===== src/rtl/neural_pkg.sv =====
// Shared types and helpers for the neural MAC processing element.
// Holds the controller state type, accumulator sizing and output saturation.
package neural_pkg;

    typedef enum logic [2:0] {
        IDLE,
        ACC,
        DRAIN,
        FINAL,
        OUT
    } state_t;

    // Widest accumulator the saturation helpers accept
    localparam int SAT_W = 64;

    function automatic int acc_width(input int w, input int lanes, input int guard);
        return 2 * w + $clog2(lanes) + guard;
    endfunction

    function automatic logic signed [SAT_W-1:0] sat_clip(input logic signed [SAT_W-1:0] v,
                                                        input int unsigned w);
        logic signed [SAT_W-1:0] one;
        logic signed [SAT_W-1:0] hi;
        logic signed [SAT_W-1:0] lo;
        one = 1;
        hi  = (one <<< (w - 1)) - one;
        lo  = -(one <<< (w - 1));
        if (v > hi) begin
            return hi;
        end else if (v < lo) begin
            return lo;
        end
        return v;
    endfunction

    function automatic logic sat_hit(input logic signed [SAT_W-1:0] v, input int unsigned w);
        logic signed [SAT_W-1:0] one;
        one = 1;
        return (v > ((one <<< (w - 1)) - one)) || (v < -(one <<< (w - 1)));
    endfunction

endpackage


===== src/rtl/neural_lane_mult.sv =====
// Registered signed W x W multiplier lane with a valid bit.
// i_flush discards the product currently held in the stage.
module neural_lane_mult
    import neural_pkg::*;
#(
    parameter int W = 16
) (
    input  logic                  clk,
    input  logic                  rst,
    input  logic                  i_flush,
    input  logic                  i_valid,
    input  logic [W-1:0]          i_a,
    input  logic [W-1:0]          i_b,
    output logic                  o_valid,
    output logic signed [2*W-1:0] o_prod
);

    logic                  r_valid;
    logic signed [2*W-1:0] r_prod;

    always_ff @(posedge clk or posedge rst) begin
        if (rst) begin
            r_valid <= 1'b0;
            r_prod  <= '0;
        end else if (i_flush) begin
            r_valid <= 1'b0;
        end else begin
            r_valid <= i_valid;
            if (i_valid) begin
                r_prod <= (2*W)'($signed(i_a)) * (2*W)'($signed(i_b));
            end
        end
    end

    assign o_valid = r_valid;
    assign o_prod  = r_prod;

endmodule


===== src/rtl/neural_mac_pe.sv =====
// Multi-lane multiply-accumulate PE: dot product + bias, fixed-point rescale,
// saturation and optional ReLU, with one result presented under valid/ready.
module neural_mac_pe
    import neural_pkg::*;
#(
    parameter int W     = 16,
    parameter int FRAC  = 8,
    parameter int LANES = 2,
    parameter int GUARD = 8
) (
    input  logic               clk,
    input  logic               rst,
    input  logic               start,
    input  logic               clear,
    input  logic               in_valid,
    output logic               in_ready,
    input  logic               in_last,
    input  logic [LANES*W-1:0] in_data,
    input  logic [LANES*W-1:0] weight_data,
    input  logic [W-1:0]       bias_data,
    input  logic               relu_en,
    output logic               out_valid,
    input  logic               out_ready,
    output logic [W-1:0]       out_data,
    output logic               out_sat,
    output logic               busy
);

    localparam int ACC_W = acc_width(W, LANES, GUARD);

    state_t                  r_state;
    state_t                  w_next;
    logic signed [ACC_W-1:0] r_acc;
    logic signed [W-1:0]     r_bias;
    logic                    r_relu;
    logic [W-1:0]            r_out_data;
    logic                    r_out_sat;

    logic                    w_accept;
    logic                    w_lane_in;
    logic [LANES-1:0]        w_pv;
    logic signed [2*W-1:0]   w_prod [LANES];
    logic                    w_prod_valid;
    logic signed [ACC_W-1:0] w_lane_sum;
    logic signed [ACC_W-1:0] w_biased;
    logic signed [ACC_W-1:0] w_shifted;
    logic signed [W-1:0]     w_sat;
    logic                    w_clip;
    logic [W-1:0]            w_result;

    assign w_accept     = in_valid & in_ready;
    assign w_lane_in    = w_accept & ~clear;
    assign w_prod_valid = |w_pv;

    for (genvar g = 0; g < LANES; g++) begin : g_lane
        neural_lane_mult #(.W(W)) u_lane (
            .clk    (clk),
            .rst    (rst),
            .i_flush(clear),
            .i_valid(w_lane_in),
            .i_a    (in_data[g*W +: W]),
            .i_b    (weight_data[g*W +: W]),
            .o_valid(w_pv[g]),
            .o_prod (w_prod[g])
        );
    end

    always_ff @(posedge clk or posedge rst) begin
        if (rst) begin
            r_state <= IDLE;
        end else begin
            r_state <= w_next;
        end
    end

    always_comb begin
        w_next   = r_state;
        in_ready = 1'b0;
        busy     = (r_state != IDLE);
        unique case (r_state)
            IDLE:  if (start) w_next = ACC;
            ACC: begin
                in_ready = 1'b1;
                if (w_accept && in_last) w_next = DRAIN;
            end
            DRAIN: if (w_prod_valid) w_next = FINAL;
            FINAL: w_next = OUT;
            OUT:   if (out_ready) w_next = IDLE;
            default: w_next = IDLE;
        endcase
        if (clear) w_next = IDLE;
    end

    always_comb begin
        w_lane_sum = '0;
        for (int unsigned i = 0; i < LANES; i++) begin
            w_lane_sum = w_lane_sum + ACC_W'(w_prod[i]);
        end
    end

    // Bias is aligned to the product scale (2*FRAC) before the shared rescale
    always_comb begin
        w_biased  = r_acc + (ACC_W'(r_bias) <<< FRAC);
        w_shifted = w_biased >>> FRAC;
        w_sat     = W'(sat_clip(SAT_W'(w_shifted), W));
        w_clip    = sat_hit(SAT_W'(w_shifted), W);
        w_result  = (r_relu && w_sat[W-1]) ? '0 : w_sat;
    end

    always_ff @(posedge clk or posedge rst) begin
        if (rst) begin
            r_acc      <= '0;
            r_bias     <= '0;
            r_relu     <= 1'b0;
            r_out_data <= '0;
            r_out_sat  <= 1'b0;
        end else if (clear) begin
            r_acc <= '0;
        end else begin
            if (r_state == IDLE && start) begin
                r_acc <= '0;
            end else if (w_prod_valid) begin
                r_acc <= r_acc + w_lane_sum;
            end
            if (w_accept && in_last) begin
                r_bias <= bias_data;
                r_relu <= relu_en;
            end
            if (r_state == FINAL) begin
                r_out_data <= w_result;
                r_out_sat  <= w_clip;
            end
        end
    end

    assign out_valid = (r_state == OUT);
    assign out_data  = r_out_data;
    assign out_sat   = r_out_sat;

endmodule


===== config.mk =====
export PLATFORM = sky130hd
export DESIGN_NAME = neural_mac_pe
export DESIGN_NICKNAME = d
export VERILOG_FILES = /design/src/rtl/neural_pkg.sv /design/src/rtl/neural_lane_mult.sv /design/src/rtl/neural_mac_pe.sv
export SDC_FILE = /design/constraint.sdc
export NUM_CORES = 2
export LEC_CHECK = 0
export CAP_MARGIN = 20
export CORE_AREA = 2 2 292 352
export CTS_BUF_LIST = sky130_fd_sc_hd__clkbuf_8
export DETAILED_ROUTE_END_ITERATION = 7
export DIE_AREA = 0 0 294 354
export GPL_TIMING_DRIVEN = 0
export PLACE_DENSITY = 0.48
export SLEW_MARGIN = 25
export SYNTH_ARGS = -nofsm -noshare
export SYNTH_HDL_FRONTEND = slang
export SYNTH_HIERARCHICAL = 1
export SYNTH_SLANG_ARGS = --single-unit

===== constraint.sdc =====
create_clock -name clk -period 11.2 [get_ports clk]
set_input_delay 1.68 -clock clk [delete_from_list [all_inputs] [get_ports clk]]
set_output_delay 1.68 -clock clk [all_outputs]
set_load 0.02 [all_outputs]

==> out/results.ini <==
[clock_tree]
root_buffer=clkbuf_8
cts.clk_slew.worst_paths_ns=0.10
clock_latency_ns=0.48
htree_levels=4
ctsHoldBuffers=0
clockBufferDepth=2
cts.repair.resized=0
numCtsBuffers=17
clkSinkCount=144
cts_tree=built
post_cts_buffers=0

[setup_path]
cp-end-kind=flop
reg2reg_depth=15
critical-path-top-delay-family=adder cells
critPathCapture=g_lane[1].u_lane/o_prod[29]$_DFFE_PP0P_
crit_start=weight_data[17]
cp_data_arrival_time_ns=8.99
path_common_cell=fa_1
r2r_slack_ns=6.07
start_kind=input pin
crit_path_cell_trace=clkdlybuf4s50_1 -> clkbuf_1 -> nand2_1 -> inv_1 -> fa_1 -> fa_1 -> fa_1 -> fa_1 -> fa_1 -> inv_1 -> fa_1 -> inv_1 -> ha_1 -> nand2_1 -> nor3_1 -> nand2_1 -> o311a_1 -> a311oi_4 -> a31oi_1 -> xor2_1 -> o21ai_1
slowest_delay_ns=0.84
cp_max_fo=10
cp_slowest_cell=fa_1
critPathKind=in2reg
reg2reg_from=g_lane[1].u_lane/o_prod[1]$_DFFE_PP0P_
crit_buf_inv=5
worst-path-stages=21
r2r_end=r_acc[37]$_DFFE_PP0P_
cp.required_ns=11.56

[global_route]
gr-usage-all-layers_pct=16.9
busiest_layer=met2
grtUsageMet1_pct=22.2
grt_use_met2_pct=30.2
grt_max_degree=42
met3_usage_pct=1.20
antenna_found_initial=1
grt_overflow=0
grt_pass1_wl_um=137000
grt_pass1_vias=24000

[timing]
fmax_mhz=116
fin_tns_setup_ns=0
rsz0062_at_grt=no
slew_viol_final=0
slew_headroom_pct=45.6
setup_viol=0
fin_crit_ns=8.63
finalHoldViolations=0
finalCritPeriodShare_pct=77.1
worstMarginPinSlew_ns=0.816
fin_skew_ns=0.0123

[final_layout]
mostFrequentLayoutCell=inv_1
final_nets=4342
multi_input_area_sq_mm=0.0236
area_delta_synth_final_pct=10.5
seqCellArea_sq_mm=0.00360
final_cell_mix=inv_1 (647), fa_1 (566), nand2_1 (462)
nFillCells=10600
drive_gt1_share_pct=2.48

[synth]
syn-cell-area_sq_mm=0.0301
synth_edf_count=0
ys_ff_latch=144
ys_async_sr_fraction_pct=100
synthesis.yosys.warnings=6
synthCells=3326
synthFlopType=dfrtp_1
synth_cell_types=79
postSynthAreaPerCell_sq_um=9.03
seq_area_frac_synth_pct=12.0
syn_nets=4215

[outcome]
status=finished, final reports clean

[floorplanning]
die_x_um=294
die_y_um=354
start_util_pct=29.8
pin_count=108
rows=128
core_area_sq_mm=0.101
die_area_sq_mm=0.104

[drt]
avgRoutedWirePerCell_um=18.0
drt_iter0_drc=1105
ant_nets=0
wl_um=85900
drc=0
vias=22400
via_per_inst=4.70
firstDrtPassIters=5

[worst_hold_path]
min_path_type=reg2reg
hp-start=out_data[15]$_DFFE_PP0P_

[place]
portBuffers=107
hpwl_um=73700
gp_congestion=0.861

[run]
max_cap_violations=0

cell families (layout without fill, tap and decap cells):
logic type,after synthesis,in the layout,synth area share [%]
buffers and inverters,757,897,9.58
other,0,2,0
DFF,144,144,12.0
muxes,22,22,0.804
AOI/OAI and AO/OA,475,475,10.5
xor gates and xnor gates,116,116,3.38
adders and majority gates,801,801,47.5
and+or+nand+nor,1011,1011,16.3
layer usage:
layer,part of all wire (%),wire length [um]
met4,2.5,2140
met2,51,43800
met3,2.5,2190
met5,0,0
met1,44,37800
worst register-to-register path, cell delays in order, from the launching register on:
cell      delay, ns
dfrtp_1        0.46
fa_1           0.48
ha_1           0.25
fa_1           0.50
a211oi_1       0.30
o21bai_1       0.13
a21oi_1        0.39
o221ai_1       0.36
a21boi_1       0.42
o21ai_0        0.25
a221oi_1       0.56
o21ai_1        0.21
a211o_1        0.32
o21ai_0        0.09
xor2_1         0.17
a211oi_1       0.09
registers in the layout, summed over array words and instances (netlist names):
signal and cells:
r_bias 16, g_lane.u_lane/o_prod 64, g_lane.u_lane/o_valid 2, out_data 16, r_relu 1, r_acc 41
out_sat 1, r_state 3
how the worst min path moves through the flow:
stage                                    end  depth (start not counted)
finish              out_data[15]$_DFFE_PP0P_                          2
global route        out_data[15]$_DFFE_PP0P_                          1
CTS                 out_data[15]$_DFFE_PP0P_                          2
detailed placement  out_data[15]$_DFFE_PP0P_                          2
global placement    out_data[15]$_DFFE_PP0P_                          2
floorplan           out_data[15]$_DFFE_PP0P_                          1
metrics by stage:
stage / std cells / hold slack (ns) / worst slack (ns) / utilization [%] / cell area (sq um)
global placement: 4733 / 0.471 / 2.03 / 32.5 / 32700
global route: 4766 / 0.518 / 2.16 / 33.0 / 33200
CTS: 4766 / 0.499 / 2.51 / 33.0 / 33200
detailed placement: 4734 / 0.476 / 2.02 / 32.5 / 32800
floorplan: 3326 / 0.451 / 3.85 / - / 30100
finish: 4768 / 0.486 / 2.57 / 33.0 / 33200
synthesized netlist by cell type (all sizes together), types with 12 or more instances:
cell type | instances | share of area [%]
xor2 | 36 | 1.0
xnor2 | 80 | 2.3
and2 | 255 | 5.3
inv | 650 | 8.1
nand2b | 24 | 0.50
a211oi | 26 | 0.68
nor2 | 110 | 1.4
nand3 | 32 | 0.53
o21a | 18 | 0.45
nand2 | 462 | 5.8
fa | 566 | 38
mux2 | 17 | 0.64
dfrtp | 144 | 12
a21o | 58 | 1.5
or3 | 13 | 0.27
nor3 | 30 | 0.50
ha | 235 | 9.8
a31oi | 12 | 0.25
a22oi | 17 | 0.44
and3 | 19 | 0.40
o21bai | 13 | 0.32
nor3b | 13 | 0.32
a21oi | 139 | 2.3
clkbuf | 98 | 1.3
o21ai | 97 | 1.6
layout make-up:
| class | instances | share of cell area (%) |
|---|---|---|
| Antenna cell | 2 | 0.0151 |
| Buffer | 107 | 1.32 |
| Clock buffer | 17 | 0.705 |
| Clock inverter | 15 | 0.558 |
| Inverter | 650 | 7.36 |
| Multi-Input combinational cell | 2425 | 71.0 |
| Sequential cell | 144 | 10.9 |
| Tap cell | 1300 | 4.90 |
| Timing Repair Buffer | 108 | 3.31 |
Power is left out: the tool's default activity adds up to more than one toggle a clock period on the data nets, which glitch-free logic cannot reach.
